--- src/rtl/router_pkg.sv ---
// Shared types and header field layout for the router output reader.
package router_pkg;
  typedef enum logic [1:0] {
    ST_HDR     = 2'd0,
    ST_PAYLOAD = 2'd1,
    ST_PARITY  = 2'd2
  } state_e;

  localparam int LEN_MSB     = 7;
  localparam int LEN_LSB     = 2;
  localparam int ADDR_W      = 2;
  localparam int LEN_W       = LEN_MSB - LEN_LSB + 1;
  localparam int DEF_TIMEOUT = 30;

  function automatic logic [LEN_W-1:0] hdr_len(input logic [7:0] hdr);
    return hdr[LEN_MSB:LEN_LSB];
  endfunction
endpackage

--- src/rtl/router_timeout.sv ---
// Counts cycles where data waits unread; raises a one-cycle flush after TIMEOUT of them.
module router_timeout
  import router_pkg::*;
#(
  parameter int TIMEOUT = DEF_TIMEOUT
) (
  input  logic clk,
  input  logic reset,
  input  logic vld,
  input  logic rd,
  output logic flush
);
  localparam int CW = $clog2(TIMEOUT + 1);

  logic [CW-1:0] cnt_q, cnt_d;

  // Flush fires from the registered count, so it lands the cycle after the limit is hit.
  assign flush = (cnt_q == CW'(TIMEOUT));

  always_comb begin
    cnt_d = cnt_q;
    if (flush || rd || !vld) cnt_d = '0;
    else if (cnt_q != CW'(TIMEOUT)) cnt_d = cnt_q + 1'b1;
  end

  always_ff @(posedge clk) begin
    if (!reset) cnt_q <= '0;
    else        cnt_q <= cnt_d;
  end
endmodule

--- src/rtl/router_out_reader.sv ---
// Drains a router FIFO to the destination, parses header/payload/parity and flushes on stall timeout.
module router_out_reader
  import router_pkg::*;
#(
  parameter int TIMEOUT = DEF_TIMEOUT
) (
  input  logic       clk,
  input  logic       reset,
  input  logic       fifo_empty,
  input  logic [7:0] fifo_dout,
  output logic       fifo_rd_en,
  output logic       fifo_soft_reset,
  input  logic       read_enb,
  output logic       vld_out,
  output logic [7:0] data_out,
  output logic       data_out_vld,
  output logic       pkt_done,
  output logic       parity_err,
  output logic       pkt_drop
);
  state_e           state_q, state_d;
  logic [LEN_W-1:0] rem_q, rem_d;
  logic [7:0]       acc_q, acc_d;
  logic [7:0]       hold_q;
  logic             rd_q;
  logic             beat;

  assign vld_out    = ~fifo_empty;
  assign fifo_rd_en = reset & read_enb & ~fifo_empty & ~fifo_soft_reset;
  assign pkt_drop   = fifo_soft_reset;

  // A byte arriving in a flush cycle belongs to the dropped packet.
  assign beat         = rd_q & ~fifo_soft_reset;
  assign data_out_vld = beat;
  assign data_out     = beat ? fifo_dout : hold_q;
  assign pkt_done     = beat & (state_q == ST_PARITY);
  assign parity_err   = pkt_done & (fifo_dout != acc_q);

  router_timeout #(.TIMEOUT(TIMEOUT)) u_timeout (
    .clk   (clk),
    .reset (reset),
    .vld   (vld_out),
    .rd    (read_enb),
    .flush (fifo_soft_reset)
  );

  always_comb begin
    state_d = state_q;
    rem_d   = rem_q;
    acc_d   = acc_q;
    if (fifo_soft_reset) begin
      state_d = ST_HDR;
      rem_d   = '0;
      acc_d   = '0;
    end else if (rd_q) begin
      case (state_q)
        ST_HDR: begin
          rem_d   = hdr_len(fifo_dout);
          acc_d   = fifo_dout;
          state_d = (hdr_len(fifo_dout) != '0) ? ST_PAYLOAD : ST_PARITY;
        end
        ST_PAYLOAD: begin
          acc_d = acc_q ^ fifo_dout;
          rem_d = rem_q - 1'b1;
          if (rem_q == LEN_W'(1)) state_d = ST_PARITY;
        end
        ST_PARITY: begin
          acc_d   = '0;
          rem_d   = '0;
          state_d = ST_HDR;
        end
        default: begin
          acc_d   = '0;
          rem_d   = '0;
          state_d = ST_HDR;
        end
      endcase
    end
  end

  always_ff @(posedge clk) begin
    if (!reset) begin
      state_q <= ST_HDR;
      rem_q   <= '0;
      acc_q   <= '0;
      rd_q    <= 1'b0;
      hold_q  <= '0;
    end else begin
      state_q <= state_d;
      rem_q   <= rem_d;
      acc_q   <= acc_d;
      rd_q    <= fifo_rd_en;
      if (beat) hold_q <= fifo_dout;
    end
  end
endmodule
--- config.mk ---
export PLATFORM = sky130hd
export DESIGN_NAME = router_out_reader
export DESIGN_NICKNAME = d
export VERILOG_FILES = /design/src/rtl/router_pkg.sv /design/src/rtl/router_timeout.sv /design/src/rtl/router_out_reader.sv
export SDC_FILE = /design/constraint.sdc
export NUM_CORES = 1
export LEC_CHECK = 0
export BUFFER_PORTS_ARGS = -buffer_cell sky130_fd_sc_hd__buf_4
export CAP_MARGIN = 20
export CORE_MARGIN = 4
export CORE_UTILIZATION = 49
export CTS_CLUSTER_DIAMETER = 60
export DETAILED_ROUTE_END_ITERATION = 10
export PLACE_DENSITY = 0.74
export SETUP_SLACK_MARGIN = 0.02
export SYNTH_ARGS = -nofsm -noshare
export SYNTH_HDL_FRONTEND = slang
export SYNTH_SLANG_ARGS = --single-unit
export TNS_END_PERCENT = 30
--- constraint.sdc ---
create_clock -name clk -period 1.5 [get_ports clk]
set_input_delay 0.375 -clock clk [delete_from_list [all_inputs] [get_ports clk]]
set_output_delay 0.375 -clock clk [all_outputs]
set_load 0.005 [all_outputs]
==> run_results.csv, run 1 <==
group,metric,value,unit
clock_tree,postCtsSetupBuffers,0,
flow_run,drv_cap,0,
synthesis,netlist_instances,176,
min_path,hold_class,"in2reg",
floorplanning,die_w,64.8,um
timing,finalCritPeriodShare,137,%
clock_tree,clkTransAtPathRegs,0.09,ns
floorplanning,core_area,3080,um^2
clock_tree,cts_tree,"done",
timing,fmax,0.487,GHz
clock_tree,numCtsBuffers,5,
placement,port_buffers,26,
timing,period_needed,2.05,ns
global_routing,grt_pass1_wl,6640,um
cells_and_area,nFillCells,258,
setup_path,slowest_delay,0.36,ns
floorplanning,dieArea,4200,um^2
floorplanning,initial_utilization,51.4,%
timing,final-hold-violation-count,0,
global_routing,grt_overflow_total,0,
cells_and_area,syn2layout_area_growth,33.5,%
cells_and_area,multi_input_area,988,um^2
timing,slew_viol_final,0,
timing,finalClockSkew,0.0109,ns
synthesis,ys_async_sr_fraction,0,%
run_status,violations,"negative setup slack",
cells_and_area,final_common_cell,"buf_4",
timing,setup_viol_count_final,14,
floorplanning,chipHeight,64.8,um
drt,drc,0,
floorplanning,io_pins,27,
synthesis,avgSynthCellArea,8.99,um^2
clock_tree,htreeDepth,2,
drt,drt_pass1_iterations,4,
setup_path,crit_path_end_kind,"output port",
drt,drt-total-wl,3880,um
synthesis,synth.distinct_cells,41,
clock_tree,cts_root_buffer,"clkbuf_4",
setup_path,cp-start-kind,"flip-flop",
cells_and_area,most-common-layout-cells,"buf_4, dfxtp_1, nand2_1",
setup_path,cp_data_arrival_time,1.68,ns
pwr,total_power,1560,uW
setup_path,critPathMaxFanout,10,
timing,setup_tns,-6.22,ns
drt,wl_per_cell,14.4,um
cells_and_area,n_antenna_cell,0,
drt,drt_iter0_markers,78,
clock_tree,clockBufferDepth,2,
synthesis,synth_enable_flop_cells,0,
timing,worst_slack,-0.553,ns
floorplanning,rows,20,
drt,ant_nets,0,
timing,max-slew-margin-rel,69.5,%
drt,vias,1463,
clock_tree,clkLatencyLatePin,0.33,ns
placement,dp.cells,263,
placement,post_dp_cell_area,2010,um^2
setup_path,cp.required,1.12,ns
global_routing,grt_pass1_vias,1498,
synthesis,yosysWarnings,0,
pwr,ir_drop,0.475,mV
global_routing,antenna_found_initial,0,
cells_and_area,drive_gt1_share,36.3,%
synthesis,netlist_area,1580,um^2
pwr,power.density,738,nW/um^2
placement,hpwl,2890,um
setup_path,critical_path_class,"reg2out",
clock_tree,clkSinkCount,30,
global_routing,grt_max_degree,18,
cells_and_area,final_cells,270,
run_status,run_status,"finished, violations left",
synthesis,synth_flop_cell,"dfxtp_1",
cells_and_area,final-seq-area,606,um^2
pwr,p_leak,0.000906,uW
placement,place.gp.congestion,0.761,
setup_path,worst_path_max_delay_cell,"mux2_1",
setup_path,crit_chain,"inv_2, ha_4, nand4_1, nand2_4, mux2_1, buf_4",
global_routing,grtUsageTotal,20.1,%
timing,fin_hold_ws,0.239,ns
timing,rsz0062_at_grt,"yes",
timing,tightest_slew,0.453,ns
synthesis,synth-seq-cells,30,
synthesis,synth.net_count,192,
drt,viasPerCell,5.42,
synthesis,yosysSeqAreaShare,38.0,%
cells_and_area,layout.nets,242,
cells_and_area,finish.instance_area,2110,um^2
[worst max-delay path, delay by kind of cell (launching register included)]
family	cells	cell delay (ns)
multiplexers	1	0.36
buffers and inverters	2	0.20
adder cells (fa/ha/maj)	1	0.13
AND/OR/NAND/NOR	2	0.34
flip-flops	1	0.33
[per-layer routing]
metal	vias up	global-route usage, %	wire, um
met3	8	4.16	211
met5	-	0	0
li1	720	-	-
met1	697	24.9	1710
met4	0	8.71	57
met2	38	33.5	1900
[cell families after synthesis]
group	after synthesis	synth area share (%)
AOI/OAI and AO/OA	28	13.5
xor gates and xnor gates	13	7.20
adders and majority gates	4	3.16
buffers and inverters	15	4.03
DFF	30	38.0
muxes	16	11.4
and+or+nand+nor	70	22.7
[metrics by stage]
step,utilization [%],worst slack [ns]
2_1_floorplan,-,-0.0843
3_3_place_gp,65.4,-0.169
3_5_place_dp,65.4,-0.208
4_1_cts,67.8,-0.571
5_1_grt,68.6,-0.662
6_report,68.6,-0.553
[area by class of cell]
class                   count  share of cell area, %
multi-input cells         131                   46.8
flip-flops and latches     30                   28.7
repair buffers             51                   18.5
well taps                  44                   2.61
clock buffers               7                   2.13
inverters                   7                   1.24
[timing repair]
| item | in CTS | in global routing |
|---|---|---|
| cloned | 0 | 0 |
| hold buffers | 0 | 0 |
| gates resized for setup | 8 | 10 |
| setup endpoints to repair | 18 | 30 |
| pin swaps | 2 | 3 |
[cell usage after synthesis (all sizes together) (4+ instances only)]
library cell | number | share of area (%)
dfxtp | 30 | 38
nand2 | 20 | 5.1
nor2 | 19 | 4.7
mux2 | 16 | 11
xor2 | 10 | 5.5
a2bb2oi | 9 | 5.0
and2 | 8 | 3.2
inv | 7 | 1.7
a21oi | 5 | 1.8
buf | 5 | 1.7
a211oi | 4 | 1.9
ha | 4 | 3.2
nor3b | 4 | 1.9
nor4 | 4 | 2.0
[report_power, final]
part,internal [uW],switching (uW),total (uW)
logic,146,131,277
clock network,176,258,434
registers,824,23.6,847
total,1150,412,1560
[sequential cells by signal, indices dropped and copies added (netlist names)]
name,flops
state_q,2
rd_q,1
acc_q,8
hold_q,8
u_timeout.cnt_q,5
rem_q,6
[final timing paths]
kind / start / to / slack, ns / cells after the start
setup / recovery: u_timeout.cnt_q[0]$_SDFFE_PP0N_ / data_out[4] / -0.55 / 6
hold / removal: fifo_empty / rd_q$_SDFF_PN0_ / 0.24 / 2
setup reg to reg: u_timeout.cnt_q[0]$_SDFFE_PP0N_ / hold_q[5]$_SDFF_PN0_ / 0.02 / 6
hold reg to reg: rem_q[1]$_SDFFE_PP0P_ / rem_q[1]$_SDFFE_PP0P_ / 0.50 / 2
Note: power is estimated with default switching activity, not from simulation.
==> run 2, diff against run 1 <==
- CORE_UTILIZATION: 49 -> 50
- PLACE_DENSITY: 0.74 -> 0.72
- clock period: 1.5 -> 2.1 ns (I/O delays scaled with it)
==> run_results.csv, run 2 (same netlist as run 1, synthesis figures left out) <==
group,metric,value,unit
setup_path,cp-startpoint,"u_timeout.cnt_q[0]$_SDFFE_PP0N_",
cells_and_area,layout.nets,229,
timing,fmax,0.445,GHz
global_routing,antenna_found_initial,0,
timing,finalClockSkew,0.00156,ns
setup_path,slowest_delay,0.34,ns
timing,rsz0062_at_grt,"yes",
setup_path,critPathMaxFanout,5,
global_routing,grt_pass1_wl,6850,um
setup_path,cp.depth,7,
timing,finalCritPeriodShare,107,%
pwr,seqPwrFrac,47.6,%
clock_tree,cts_hold_buf,0,
pwr,total_power,1270,uW
floorplanning,dieArea,4130,um^2
placement,place.gp.congestion,0.809,
pwr,p_leak,0.000878,uW
pwr,power_frac_clock,37.4,%
cells_and_area,syn2layout_area_growth,33.1,%
clock_tree,clkLatencyLatePin,0.33,ns
timing,period_needed,2.25,ns
floorplanning,io_pins,27,
pwr,p_sw,310,uW
setup_path,worst_path_max_delay_cell,"dfxtp_2",
flow_run,drv_cap,0,
cells_and_area,final_core_util,69.5,%
clock_tree,cts_tree,"done",
drt,drt_iter0_markers,95,
min_path,min_from,"fifo_empty",
timing,fin_hold_ws,0.376,ns
pwr,comb_power_share,15.1,%
clock_tree,clockBufferDepth,2,
timing,slew_viol_final,0,
floorplanning,rows,20,
cells_and_area,final_common_cell,"dfxtp_1",
cells_and_area,nFillCells,217,
setup_path,r2r-start,"rd_q$_SDFF_PN0_",
pwr,power.internal,964,uW
run_status,violations,"negative setup slack",
timing,setup_viol_count_final,10,
cells_and_area,most-common-layout-cells,"dfxtp_1, buf_4, nor2_1, nand2_1, buf_6",
clock_tree,cts_root_buffer,"clkbuf_4",
clock_tree,htreeDepth,2,
drt,vias,1408,
pwr,switching_share,24.3,%
placement,hpwl,2560,um
global_routing,grt_max_degree,21,
drt,viasPerCell,5.48,
floorplanning,core_area,3030,um^2
cells_and_area,reg_top3,"acc_q: 8 flops, hold_q: 8 flops, rem_q: 6 flops",
global_routing,grtUsageTotal,21.3,%
cells_and_area,n_antenna_cell,0,
floorplanning,chipHeight,64.2,um
placement,port_buffers,26,
clock_tree,clkSinkCount,30,
global_routing,grt_overflow_total,0,
setup_path,cp_data_arrival_time,1.72,ns
floorplanning,initial_utilization,52.2,%
timing,max-slew-margin-rel,68.9,%
pwr,power.density,605,nW/um^2
pwr,ir_drop,0.370,mV
timing,tightest_slew,0.462,ns
drt,drc,0,
floorplanning,die_w,64.2,um
min_path,hold_path_depth,2,
setup_path,critical_path_class,"reg2out",
run_status,run_status,"finished, violations left",
timing,worst_slack,-0.149,ns
drt,drt_pass1_iterations,4,
timing,final-hold-violation-count,0,
clock_tree,numCtsBuffers,5,
setup_path,cp-start-kind,"flip-flop",
cells_and_area,drive_gt1_share,31.5,%
setup_path,cp_num_buf_inv,3,
setup_path,cp.required,1.57,ns
drt,wl_per_cell,15.3,um
drt,ant_nets,0,
setup_path,crit_chain,"inv_2, ha_4, nand4_1, buf_4, nand2_8, mux2_4, buf_6",
global_routing,grt_pass1_vias,1524,
clock_tree,clkTransAtPathRegs,0.09,ns
drt,drt-total-wl,3940,um
setup_path,crit_path_end_kind,"output port",
min_path,hold_class,"in2reg",
setup_path,path_delay_family,"buffers and inverters",
setup_path,ff2ff_path_depth,5,
## run 2: cell types whose count changed in the layout (fill, tap and decap cells not counted), sizes merged
cell | before | now
nand2 | 20 | 21
clkbuf | 7 | 6
buf | 51 | 37
bufinv | 0 | 1
## run 2: timing repair
action / CTS / global route
pin swaps: 7 / 2
buffers inserted: 4 / 2
cloned: 1 / 0
endpoints found under the setup margin: 11 / 14
resized for setup: 30 / 5
## run 2: per-stage QoR
step	setup WS (ns)	instances	cell area [um^2]	TNS (ns)
3_3_place_gp	0.123	243	1830	0
5_1_grt	-0.240	257	2110	-2.15
2_1_floorplan	0.186	176	1580	0
6_report	-0.149	257	2110	-1.19
3_5_place_dp	0.0250	243	1830	0
4_1_cts	-0.196	255	2060	-1.71
## run 2: worst paths after layout
check                                                       end  slack (ns)
worst max-delay path                                data_out[3]       -0.15
worst min-delay path                            rd_q$_SDFF_PN0_        0.38
worst max register to register            rem_q[1]$_SDFFE_PP0P_        0.40
worst min register to register  u_timeout.cnt_q[4]$_SDFFE_PP0N_        0.53
## run 2: area by class of cell
cell class,count,area (um^2),area share [%]
clock buffers,6,51.3,2.44
clock inverters,1,30.0,1.43
inverters,7,26.3,1.25
multi-input cells,132,1020,48.4
flip-flops and latches,30,606,28.8
well taps,44,55.1,2.61
repair buffers,37,319,15.2
## run 2: power by group through the flow
stage | combinational [uW] | clock [uW] | sequential, uW
6_report | 192 | 476 | 606
5_1_grt | 213 | 508 | 608
4_1_cts | 190 | 485 | 604
3_5_place_dp | 166 | 0 | 617
3_3_place_gp | 161 | 0 | 615
2_1_floorplan | 99.1 | 0 | 612
## run 2: routing by layer
metal  wire, um  vias to the layer above  track usage (%)
met5          0                        -                0
met2       2010                       31             37.2
met4         43                        0             7.39
li1           -                      692                -
met1       1700                      679             23.3
met3        184                        6             8.26
==> run 3, diff against run 2 <==
- MAX_ROUTING_LAYER: unset -> met4
==> run_results.csv, run 3 (same netlist as run 1, synthesis figures left out) <==
group,metric,value,unit
timing,rsz0062_at_grt,"yes",
timing,finalClockSkew,0.00284,ns
setup_path,reg2reg_slack,0.42,ns
setup_path,ff2ff_path_depth,5,
placement,dp.cells,243,
floorplanning,rows,20,
pwr,power.density,606,nW/um^2
clock_tree,numCtsBuffers,5,
timing,tightest_slew,0.458,ns
clock_tree,htreeDepth,2,
cells_and_area,syn2layout_area_growth,33.1,%
cells_and_area,most-common-layout-cells,"dfxtp_1, buf_4, nor2_1, nand2_1, buf_6",
global_routing,grtUsageTotal,21.9,%
setup_path,cp-startpoint,"u_timeout.cnt_q[0]$_SDFFE_PP0N_",
setup_path,critPathMaxFanout,5,
placement,port_buffers,26,
global_routing,grt_overflow_total,0,
run_status,run_status,"finished, violations left",
drt,ant_nets,0,
clock_tree,clockBufferDepth,2,
min_path,holdPathEnd,"rd_q$_SDFF_PN0_",
drt,drt_iter0_markers,83,
timing,slew_viol_final,0,
floorplanning,die_w,64.2,um
clock_tree,cts_tree,"done",
global_routing,grt_max_degree,21,
timing,final-hold-violation-count,0,
cells_and_area,nFillCells,217,
setup_path,critical_path_class,"reg2out",
cells_and_area,n_antenna_cell,0,
setup_path,crit_path_end_kind,"output port",
global_routing,grt_pass1_vias,1525,
cells_and_area,final_cells,257,
floorplanning,core_area,3030,um^2
cells_and_area,multi_input_area,1020,um^2
setup_path,r2r-start,"rd_q$_SDFF_PN0_",
timing,max-slew-margin-rel,69.2,%
clock_tree,clkLatencyLatePin,0.33,ns
run_status,violations,"negative setup slack",
placement,place.gp.congestion,0.821,
placement,post_dp_cell_area,1830,um^2
drt,drt_pass1_iterations,4,
drt,wl_per_cell,15.3,um
clock_tree,clkSinkCount,30,
timing,finalCritPeriodShare,107,%
floorplanning,initial_utilization,52.2,%
drt,drt-total-wl,3920,um
drt,viasPerCell,5.45,
min_path,hold_class,"in2reg",
floorplanning,chipHeight,64.2,um
setup_path,cp.required,1.57,ns
cells_and_area,final-seq-area,606,um^2
global_routing,grt_pass1_wl,6850,um
timing,fmax,0.444,GHz
drt,vias,1400,
pwr,p_leak,0.000878,uW
pwr,ir_drop,0.371,mV
cells_and_area,layout.nets,229,
timing,setup_tns,-1.20,ns
placement,hpwl,2560,um
drt,drc,0,
floorplanning,dieArea,4130,um^2
min_path,hold_path_depth,2,
clock_tree,clkTransAtPathRegs,0.09,ns
setup_path,cp-start-kind,"flip-flop",
cells_and_area,drive_gt1_share,31.5,%
cells_and_area,reg_top3,"acc_q: 8 flops, hold_q: 8 flops, rem_q: 6 flops",
timing,setup_viol_count_final,10,
setup_path,worstReg2RegEnd,"rem_q[1]$_SDFFE_PP0P_",
min_path,min_from,"fifo_empty",
timing,period_needed,2.25,ns
timing,worst_slack,-0.150,ns
clock_tree,cts_root_buffer,"clkbuf_4",
setup_path,cp_data_arrival_time,1.72,ns
global_routing,antenna_found_initial,0,
flow_run,drv_cap,0,
cells_and_area,final_common_cell,"dfxtp_1",
cells_and_area,finish.instance_area,2110,um^2
floorplanning,io_pins,27,
[run 3: cell counts in the layout (fill, tap and decap cells not counted)]
No cell type changed its count.
[run 3: metal layers]
layer	GRT usage, %	wire length, um	share of wire, %
met1	23.5	1690	43
met2	37.0	1980	50
met3	7.91	188	4.8
met4	8.18	64	1.6
met5	-	0	0
[run 3: timing repair]
action                     4_1_cts  5_1_grt
cloned                           1        0
resized for setup               30        5
hold endpoints to repair         0        0
pin swaps                        7        2
setup endpoints to repair       11       14
hold buffers                     0        0
buffers inserted                 4        2
[run 3: layout make-up]
class,count,area share [%]
timing repair buffer,37,15.2
multi-input combinational,132,48.4
clock buffer,6,2.44
inverter,7,1.25
clock inverter,1,1.43
tap,44,2.61
sequential,30,28.8
[run 3: report_power, final]
group	internal, uW	switching, uW
Combinational	99.7	92.1
Clock	277	201
Sequential	587	18.6
[run 3: critical path, cell delays in order (launching register included)]
cell     delay (ns)
dfxtp_2        0.34
inv_2          0.06
ha_4           0.12
nand4_1        0.14
buf_4          0.21
nand2_8        0.08
mux2_4         0.32
buf_6          0.12
[run 3: worst max-delay path by stage]
| stage | endpoint | slack (ns) | cells after the start |
|---|---|---|---|
| 4_1_cts | data_out[1] | -0.20 | 6 |
| 2_1_floorplan | parity_err | 0.19 | 6 |
| 3_3_place_gp | parity_err | 0.12 | 7 |
| 5_1_grt | parity_err | -0.24 | 8 |
| 6_report | data_out[3] | -0.15 | 7 |
| 3_5_place_dp | parity_err | 0.02 | 7 |
[run 3: per-stage QoR]
step | setup WS, ns | hold slack, ns | power (uW) | util (%)
floorplan | 0.186 | 0.430 | 712 | -
global placement | 0.123 | 0.443 | 776 | 60.5
detailed placement | 0.0250 | 0.466 | 783 | 60.5
CTS | -0.196 | 0.380 | 1280 | 68.0
global route | -0.240 | 0.371 | 1330 | 69.5
finish | -0.150 | 0.375 | 1280 | 69.5
